==> src/rtl/mvma_job_arbiter.sv <==
// Round-robin job arbiter sharing one MVMA engine between NUM_REQ requesters.
// A job is JOB_WORDS input words followed by RES_WORDS results; the grant is held for the whole job.
module mvma_job_arbiter #(
    parameter int NUM_REQ   = 2,
    parameter int JOB_WORDS = 24,
    parameter int RES_WORDS = 4
) (
    input  logic                       clk,
    input  logic                       reset,
    input  logic [NUM_REQ-1:0]         req_s_valid,
    input  logic [NUM_REQ*8-1:0]       req_data_in,
    output logic [NUM_REQ-1:0]         req_s_ready,
    output logic [NUM_REQ-1:0]         req_m_valid,
    input  logic [NUM_REQ-1:0]         req_m_ready,
    output logic [15:0]                req_data_out,
    output logic [NUM_REQ-1:0]         req_overflow,
    output logic                       eng_s_valid,
    input  logic                       eng_s_ready,
    output logic [7:0]                 eng_data_in,
    input  logic                       eng_m_valid,
    output logic                       eng_m_ready,
    input  logic [15:0]                eng_data_out,
    input  logic                       eng_overflow,
    output logic [$clog2(NUM_REQ)-1:0] grant_id,
    output logic                       busy,
    output logic                       job_done,
    output logic                       proto_err
);

    localparam int ID_W  = $clog2(NUM_REQ);
    localparam int IN_W  = (JOB_WORDS > 1) ? $clog2(JOB_WORDS) : 1;
    localparam int OUT_W = (RES_WORDS > 1) ? $clog2(RES_WORDS) : 1;

    localparam logic [1:0] S_IDLE  = 2'd0;
    localparam logic [1:0] S_LOAD  = 2'd1;
    localparam logic [1:0] S_DRAIN = 2'd2;

    localparam logic [IN_W-1:0]  IN_LAST  = IN_W'(JOB_WORDS - 1);
    localparam logic [OUT_W-1:0] OUT_LAST = OUT_W'(RES_WORDS - 1);

    logic [1:0]       r_state;
    logic [ID_W-1:0]  r_grant_id;
    logic [ID_W-1:0]  r_rr_ptr;
    logic [IN_W-1:0]  r_in_cnt;
    logic [OUT_W-1:0] r_out_cnt;
    logic             r_proto_err;
    logic             r_job_done;

    logic               w_load;
    logic               w_drain;
    logic [NUM_REQ-1:0] w_sel;
    logic [7:0]         w_data_mux;
    logic               w_in_xfer;
    logic               w_out_xfer;
    logic               w_found;
    logic [ID_W-1:0]    w_win_id;
    logic [ID_W-1:0]    w_next_ptr;

    function automatic logic [ID_W-1:0] wrap_add(input logic [ID_W-1:0] base, input int off);
        int s;
        s = int'(base) + off;
        if (s >= NUM_REQ) begin
            s = s - NUM_REQ;
        end
        return ID_W'(s);
    endfunction

    assign w_load  = (r_state == S_LOAD);
    assign w_drain = (r_state == S_DRAIN);

    genvar gi;
    generate
        for (gi = 0; gi < NUM_REQ; gi++) begin : g_req
            assign w_sel[gi]        = (r_grant_id == ID_W'(gi));
            assign req_s_ready[gi]  = w_load & w_sel[gi] & eng_s_ready;
            assign req_m_valid[gi]  = w_drain & w_sel[gi] & eng_m_valid;
            assign req_overflow[gi] = w_drain & w_sel[gi] & eng_m_valid & eng_overflow;
        end
    endgenerate

    always_comb begin
        w_data_mux = 8'h00;
        for (int i = 0; i < NUM_REQ; i++) begin
            if (w_sel[i]) begin
                w_data_mux = req_data_in[i*8 +: 8];
            end
        end
    end

    // Scan starts at the round-robin pointer; the first valid requester after it wins.
    always_comb begin
        w_found  = 1'b0;
        w_win_id = '0;
        for (int k = 0; k < NUM_REQ; k++) begin
            if (!w_found && req_s_valid[wrap_add(r_rr_ptr, k)]) begin
                w_found  = 1'b1;
                w_win_id = wrap_add(r_rr_ptr, k);
            end
        end
    end

    assign w_next_ptr = wrap_add(r_grant_id, 1);

    assign eng_s_valid  = w_load & |(w_sel & req_s_valid);
    assign eng_data_in  = w_load ? w_data_mux : 8'h00;
    assign eng_m_ready  = w_drain & |(w_sel & req_m_ready);
    assign req_data_out = w_drain ? eng_data_out : 16'h0000;

    assign w_in_xfer  = eng_s_valid & eng_s_ready;
    assign w_out_xfer = eng_m_valid & eng_m_ready;

    assign grant_id  = r_grant_id;
    assign busy      = w_load | w_drain;
    assign job_done  = r_job_done;
    assign proto_err = r_proto_err;

    always_ff @(posedge clk or posedge reset) begin
        if (reset) begin
            r_state     <= S_IDLE;
            r_grant_id  <= '0;
            r_rr_ptr    <= '0;
            r_in_cnt    <= '0;
            r_out_cnt   <= '0;
            r_proto_err <= 1'b0;
            r_job_done  <= 1'b0;
        end else begin
            r_job_done <= 1'b0;
            // A result offered while we are not draining has nowhere to go.
            if (eng_m_valid && !w_drain) begin
                r_proto_err <= 1'b1;
            end
            case (r_state)
                S_IDLE: begin
                    if (w_found) begin
                        r_grant_id <= w_win_id;
                        r_in_cnt   <= '0;
                        r_state    <= S_LOAD;
                    end
                end
                S_LOAD: begin
                    if (w_in_xfer) begin
                        if (r_in_cnt == IN_LAST) begin
                            r_in_cnt  <= '0;
                            r_out_cnt <= '0;
                            r_state   <= S_DRAIN;
                        end else begin
                            r_in_cnt <= r_in_cnt + 1'b1;
                        end
                    end
                end
                S_DRAIN: begin
                    if (w_out_xfer) begin
                        if (r_out_cnt == OUT_LAST) begin
                            r_out_cnt  <= '0;
                            r_job_done <= 1'b1;
                            r_rr_ptr   <= w_next_ptr;
                            r_state    <= S_IDLE;
                        end else begin
                            r_out_cnt <= r_out_cnt + 1'b1;
                        end
                    end
                end
                default: begin
                    r_state <= S_IDLE;
                end
            endcase
        end
    end

endmodule

==> config.mk <==
export PLATFORM = sky130hd
export DESIGN_NAME = mvma_job_arbiter
export DESIGN_NICKNAME = d
export VERILOG_FILES = /design/src/rtl/mvma_job_arbiter.sv
export SDC_FILE = /design/constraint.sdc
export NUM_CORES = 1
export LEC_CHECK = 0
export ABC_AREA = 0
export CORE_ASPECT_RATIO = 0.75
export CORE_MARGIN = 4
export CORE_UTILIZATION = 37
export DETAILED_ROUTE_END_ITERATION = 12
export PLACE_DENSITY = 0.94
export SLEW_MARGIN = 30
export SYNTH_ARGS = -nofsm -noshare
export SYNTH_HDL_FRONTEND = slang
export SYNTH_SLANG_ARGS = --single-unit
==> constraint.sdc <==
create_clock -name clk -period 4.2 [get_ports clk]
set_input_delay 0.42 -clock clk [delete_from_list [all_inputs] [get_ports clk]]
set_output_delay 0.42 -clock clk [all_outputs]
set_load 0.01 [all_outputs]
== Yosys cells after proc, flatten, opt, wreduce, memory -nomap -nowiden ==
Cells that the tools add are included.

* Register bits after elaboration: 13
* Latch bits: 0
* RAM bits: 0
* Bits in read-only memories: 0
* Output and inout bits: 36
* Memories: 0

* Add/sub/neg operators: 7
* Multiply operators: 0
* Divide/modulo/power cells: 0
* Order comparisons: 5
* Equal/unequal tests: 9
* Shifts and indexed selects: 0
* Multiplexer cells: 32
* Bitwise gates (word level): 18
* Reduce and logical (&&, ||, !) cells: 14

{| class="wikitable"
|+ Operator list
! operator !! count
|-
| 2-bit 2-to-1 mux || 9
|-
| 16-bit 2-to-1 mux || 1
|-
| 8-bit 2-to-1 mux || 2
|-
| 5-bit 2-to-1 mux || 3
|-
| 1-bit bitwise AND || 14
|-
| 1-bit 2-to-1 mux || 14
|-
| 5-bit one-hot mux with 2 select lines || 1
|-
| 2-bit by 1-bit != test with 1-bit output (second input constant) || 4
|-
| 2-bit one-hot mux with 3 select lines || 1
|-
| 3-bit AND reduction || 2
|-
| 5-bit by 1-bit adder with 5-bit output (second input constant) || 1
|-
| 5-bit equality test (second input constant) || 1
|-
| 5-bit AND reduction || 1
|-
| 1-bit by 1-bit adder with 2-bit output (second input constant) || 2
|-
| 2-bit bitwise AND || 2
|-
| 2-bit equality test (second input constant) || 2
|-
| 2-bit greater-or-equal comparator (second input constant) || 2
|-
| 1-bit by 2-bit < comparator with 1-bit output (second input constant) || 2
|-
| 2-bit one-hot mux with 2 select lines || 1
|-
| 4-bit AND reduction || 1
|-
| 2-bit nonzero test || 2
|-
| 2-bit OR reduction || 2
|-
| 1-bit subtractor (second input constant) || 3
|-
| 2-bit by 1-bit adder with 2-bit output (second input constant) || 1
|-
| other kinds (9) || 11
|}

== Logic depth before layout (Yosys ltp) ==
* Depth in word-level cells: 10
* Depth in mapped cells: 7

== Worst setup path after synthesis ==
OpenSTA, ideal clock, no wires.

* Path kind: register -> register
* From: reg r_state[1]
* To: reg r_in_cnt[3]
* Library setup time: 0.069 ns
* Data arrival time: 1.640 ns
* Setup slack: 2.491 ns
* Stages on the path, launching flop included: 8
* Cells stage by stage: dfrtp_1 inv_1 ha_1 buf_2 nand2_1 o22a_2 or4_1 nand3_1

* Word-level cells in the longest chain between the ends: 5
* Elaborated cells between the ends (all ways): 9

{| class="wikitable"
|+ RTL lines
! element !! RTL line !! RTL
|-
| from (decl) || 41 || <nowiki>logic [1:0] r_state;</nowiki>
|-
| from (signal assigned) || 119 || <nowiki>r_state <= S_IDLE;</nowiki>
|-
| from (signal assigned) || 137 || <nowiki>r_state <= S_LOAD;</nowiki>
|-
| from (signal assigned) || 145 || <nowiki>r_state <= S_DRAIN;</nowiki>
|-
| 2-bit by 1-bit equality test with 1-bit output || 68, 132 ||
|-
| 1-bit bitwise AND || 104 || <nowiki>assign eng_s_valid = w_load & |(w_sel & req_s_valid);</nowiki>
|-
| 1-bit bitwise AND || 109 || <nowiki>assign w_in_xfer = eng_s_valid & eng_s_ready;</nowiki>
|-
| 2-bit by 1-bit != test with 1-bit output (no line) || n/a ||
|-
| 3-bit AND reduction (no line) || n/a ||
|-
| to (signal assigned) || 147 || <nowiki>r_in_cnt <= r_in_cnt + 1'b1;</nowiki>
|-
| to (decl) || 44 || <nowiki>logic [IN_W-1:0] r_in_cnt;</nowiki>
|}

Parallel ways exist; a longest one is shown, timed or not.
A chain may end at the register's enable or synchronous reset.

== Final worst setup path ==
* From: reg r_state[0]
* To: out req_overflow[1]

* Word-level cells in the longest chain between the ends: 4

{| class="wikitable"
|+ RTL lines
! element !! RTL line !! RTL
|-
| 2-bit equality test || 69 || <nowiki>assign w_drain = (r_state == S_DRAIN);</nowiki>
|-
| 1-bit bitwise AND (3 in series) || 77 || <nowiki>assign req_overflow[gi] = w_drain & w_sel[gi] & eng_m_valid & eng_overflow;</nowiki>
|-
| to (decl) || 16 || <nowiki>output logic [NUM_REQ-1:0] req_overflow,</nowiki>
|}

Every way passes these cells.

==> impl_metrics.yaml <==
global_routing:
  globalRouteOverflowTotal: 0
  grt_max_degree: 26
  first_global_vias: 1184
  global_route_wire_length_before_repair_um: 5420
  gr-usage-all-layers_pct: 18.1
  number_of_antenna_violations_at_the_first_check_in_global_routing: 0
die:
  die_height_um: 54.3
  die_area_um2: 3780
  start_util_pct: 39.7
  die_x_um: 69.7
  pin_count: 77
  design.core.area_um2: 2660
  num_rows: 16
power:
  pwr_density_cell_nw_per_um2: 492
  leakagePower_nw: 0.824
  total_power_mw: 0.923
  irDropWorstVdd_mv: 0.260
yosys:
  synth_cell_type_count: 26
  syn-cell-area_um2: 1060
  post_synth.cell_area_avg_um2: 8.59
  synth.yosys.seq_area_share_pct: 30.8
  synth-seq-cells: 13
  syn-instance-count: 123
  yosys_warnings: 0
  net_count_after_synthesis: 171
worst_setup_path:
  cp.buffers_inverters: 2
  critPathRequiredTime_ps: 3780
  crit_path_max_incr_delay_ps: 550
  setup.worst_path.start: "r_state[0]$_DFFE_PP0P_"
  critical_path_peak_fanout: 25
  critical_path.endpoint_type: "output pin"
  crit_family: "buffers and inverters"
  critPathSlowestCell: "ha_1"
  cp_data_arrival_time_ps: 2260
  crit_chain: "inv_1, ha_1, and3_1, and2_1, clkdlybuf4s50_1"
  start_kind: "flop"
  timing.rr.start: "r_state[1]$_DFFE_PP0P_"
  worstSetupPathType: "flop to output pin"
timing:
  finalHoldWorstSlack_ps: 478
  pin_slew_with_the_least_headroom_to_its_limit_ps: 722
  finalSetupViolCount: 0
  largest_clock_skew_in_the_final_design_ps: 1.93
  tcrit_tclk_final_pct: 63.7
  slew_violations: 0
  totalNegativeSetupSlack_ps: 0
  grt_setup_unrepaired: "false"
  achievable-frequency_mhz: 374
  timing.final.crit_period_ps: 2680
  finalHoldViolCount: 0
  slew_headroom_pct: 51.9
drt:
  drt_first_pass_iters: 4
  antenna_left: 0
  via_per_inst: 5.03
  detail_route.wl_per_cell_um: 14.3
  route.vias.total: 1172
  drt_first_iter_violations: 53
  detail_route.wirelength_um: 3340
  drc_errors: 0
finish:
  n_antenna_cell: 0
  syn2layout_area_growth_pct: 77.6
  final_core_util_pct: 70.4
  final_net_count: 246
  fraction_of_layout_cells_with_a_size_suffix_above_1_pct: 4.06
placement:
  dpl.hpwl_um: 2760
  globalplace.congestion: 0.768
  port_buffers: 76
clocking:
  htree_levels: 1
  tritoncts_num_sinks: 13
  cts.clk_slew.worst_paths_ps: 50
  insertion_delay_ps: 250
  cts.path.max_buffers: 2
  hold_buffers: 0
  post_cts_resize_count: 0
  tritoncts: "done"
  tritoncts.num_buffers: 3
  cts.repair_timing.setup_buffer_count: 0
  clockRootBuffer: "clkbuf_8"
flow_run:
  number_of_maximum_capacitance_violations: 0
hold_path:
  min_path_type: "flop to flop"
  holdCritStartpoint: "proto_err$_DFFE_PP0P_"
status:
  status: "finished, final reports clean"
-- Yosys cell counts (all sizes together) --
cell	number	area [um^2]
nand4	3	18.8
mux2	4	45.0
a21o	1	7.51
o21ai	9	45.0
a21oi	2	10.0
ha	7	87.6
dfrtp	13	325
and3	2	12.5
inv	7	26.3
nor2b	12	75.1
o21bai	1	7.51
nand4b	1	8.76
nand3	5	25.0
nor2	4	15.0
clkbuf	4	15.0
a21boi	1	7.51
a31oi	1	6.26
mux2i	11	110
buf	2	16.3
a41oi	1	8.76
or4	2	15.0
nor3	1	5.00
o22a	1	10.0
nand2	9	33.8
and2	19	119
-- power by group --
group          leakage, nW  internal [mW]  switching, mW  total [mW]
logic                0.639          0.336          0.260       0.596
registers            0.163          0.159         0.0556       0.215
clock network       0.0228         0.0671         0.0452       0.112
total                0.824          0.562          0.361       0.923
-- metal layers --
layer	wire, um	share of wire, %	up-vias	track usage [%]
met5	0	0	-	0
met4	59	1.8	0	5.73
met3	265	7.9	6	6.06
met2	1720	51	51	35.8
met1	1300	39	541	18.8
li1	-	-	574	-
-- registers in the layout, indices dropped and copies added, names as in the netlist --
register,count
r_out_cnt,2
r_rr_ptr,1
grant_id,1
r_in_cnt,5
r_state,2
job_done,1
proto_err,1
-- stage by stage --
step | worst slack, ps | instance area, um^2 | cells
CTS | 1510 | 1880 | 233
finish | 1520 | 1880 | 233
floorplan | 2490 | 1060 | 123
global route | 1330 | 1880 | 233
detailed placement | 1760 | 1830 | 229
global placement | 1870 | 1830 | 229
-- area by class of cell --
cell class / count / area [um^2]
flip-flops and latches: 13 / 325
multi-input cells: 97 / 673
clock buffers: 4 / 45.0
fillers: 196 / 787
inverters: 7 / 26.3
repair buffers: 76 / 761
well taps: 36 / 45.0
-- cells in the final DEF (no fill, tap or decap), types with 2 or more instances in the layout --
master           instances
and3_1                   2
nand3_1                  5
mux2_2                   4
or4_1                    2
nand4_1                  3
nor2_1                   4
and2_1                  19
a21oi_1                  2
o21ai_0                  9
mux2i_1                 11
clkdlybuf4s50_1         76
clkbuf_8                 3
inv_1                    7
nand2_1                  9
nor2b_1                 12
dfrtp_1                 13
ha_1                     7
-- path summary, 6_finish.rpt --
path                                      endpoint  slack, ps  cells past startpoint
setup / recovery                   req_overflow[1]       1520                      5
hold / removal               proto_err$_DFFE_PP0P_        480                      1
setup reg to reg           r_in_cnt[3]$_DFFE_PP0P_       2090                      6
hold reg to reg              proto_err$_DFFE_PP0P_        480                      1
max in group asynchronous  r_in_cnt[2]$_DFFE_PP0P_       3360                      2
min in group asynchronous     grant_id$_DFFE_PP0P_        500                      2
-- kinds of logic after synthesis --
kind of cell / share of synthesized area, %
AND/OR/NAND/NOR: 31.0
AO/OA/AOI/OAI: 9.72
multiplexers: 14.7
buffers and inverters: 5.45
flip-flops: 30.8
adder cells (fa/ha/maj): 8.29
-- worst register-to-register path, delay by kind of cell (launching register included) --
family / cells / cell delay, ps
AND/OR/NAND/NOR: 3 / 740
adder cells (fa/ha/maj): 1 / 480
flip-flops: 1 / 390
AO/OA/AOI/OAI: 1 / 310
buffers and inverters: 1 / 120
Note: power is estimated with default switching activity, not from simulation.
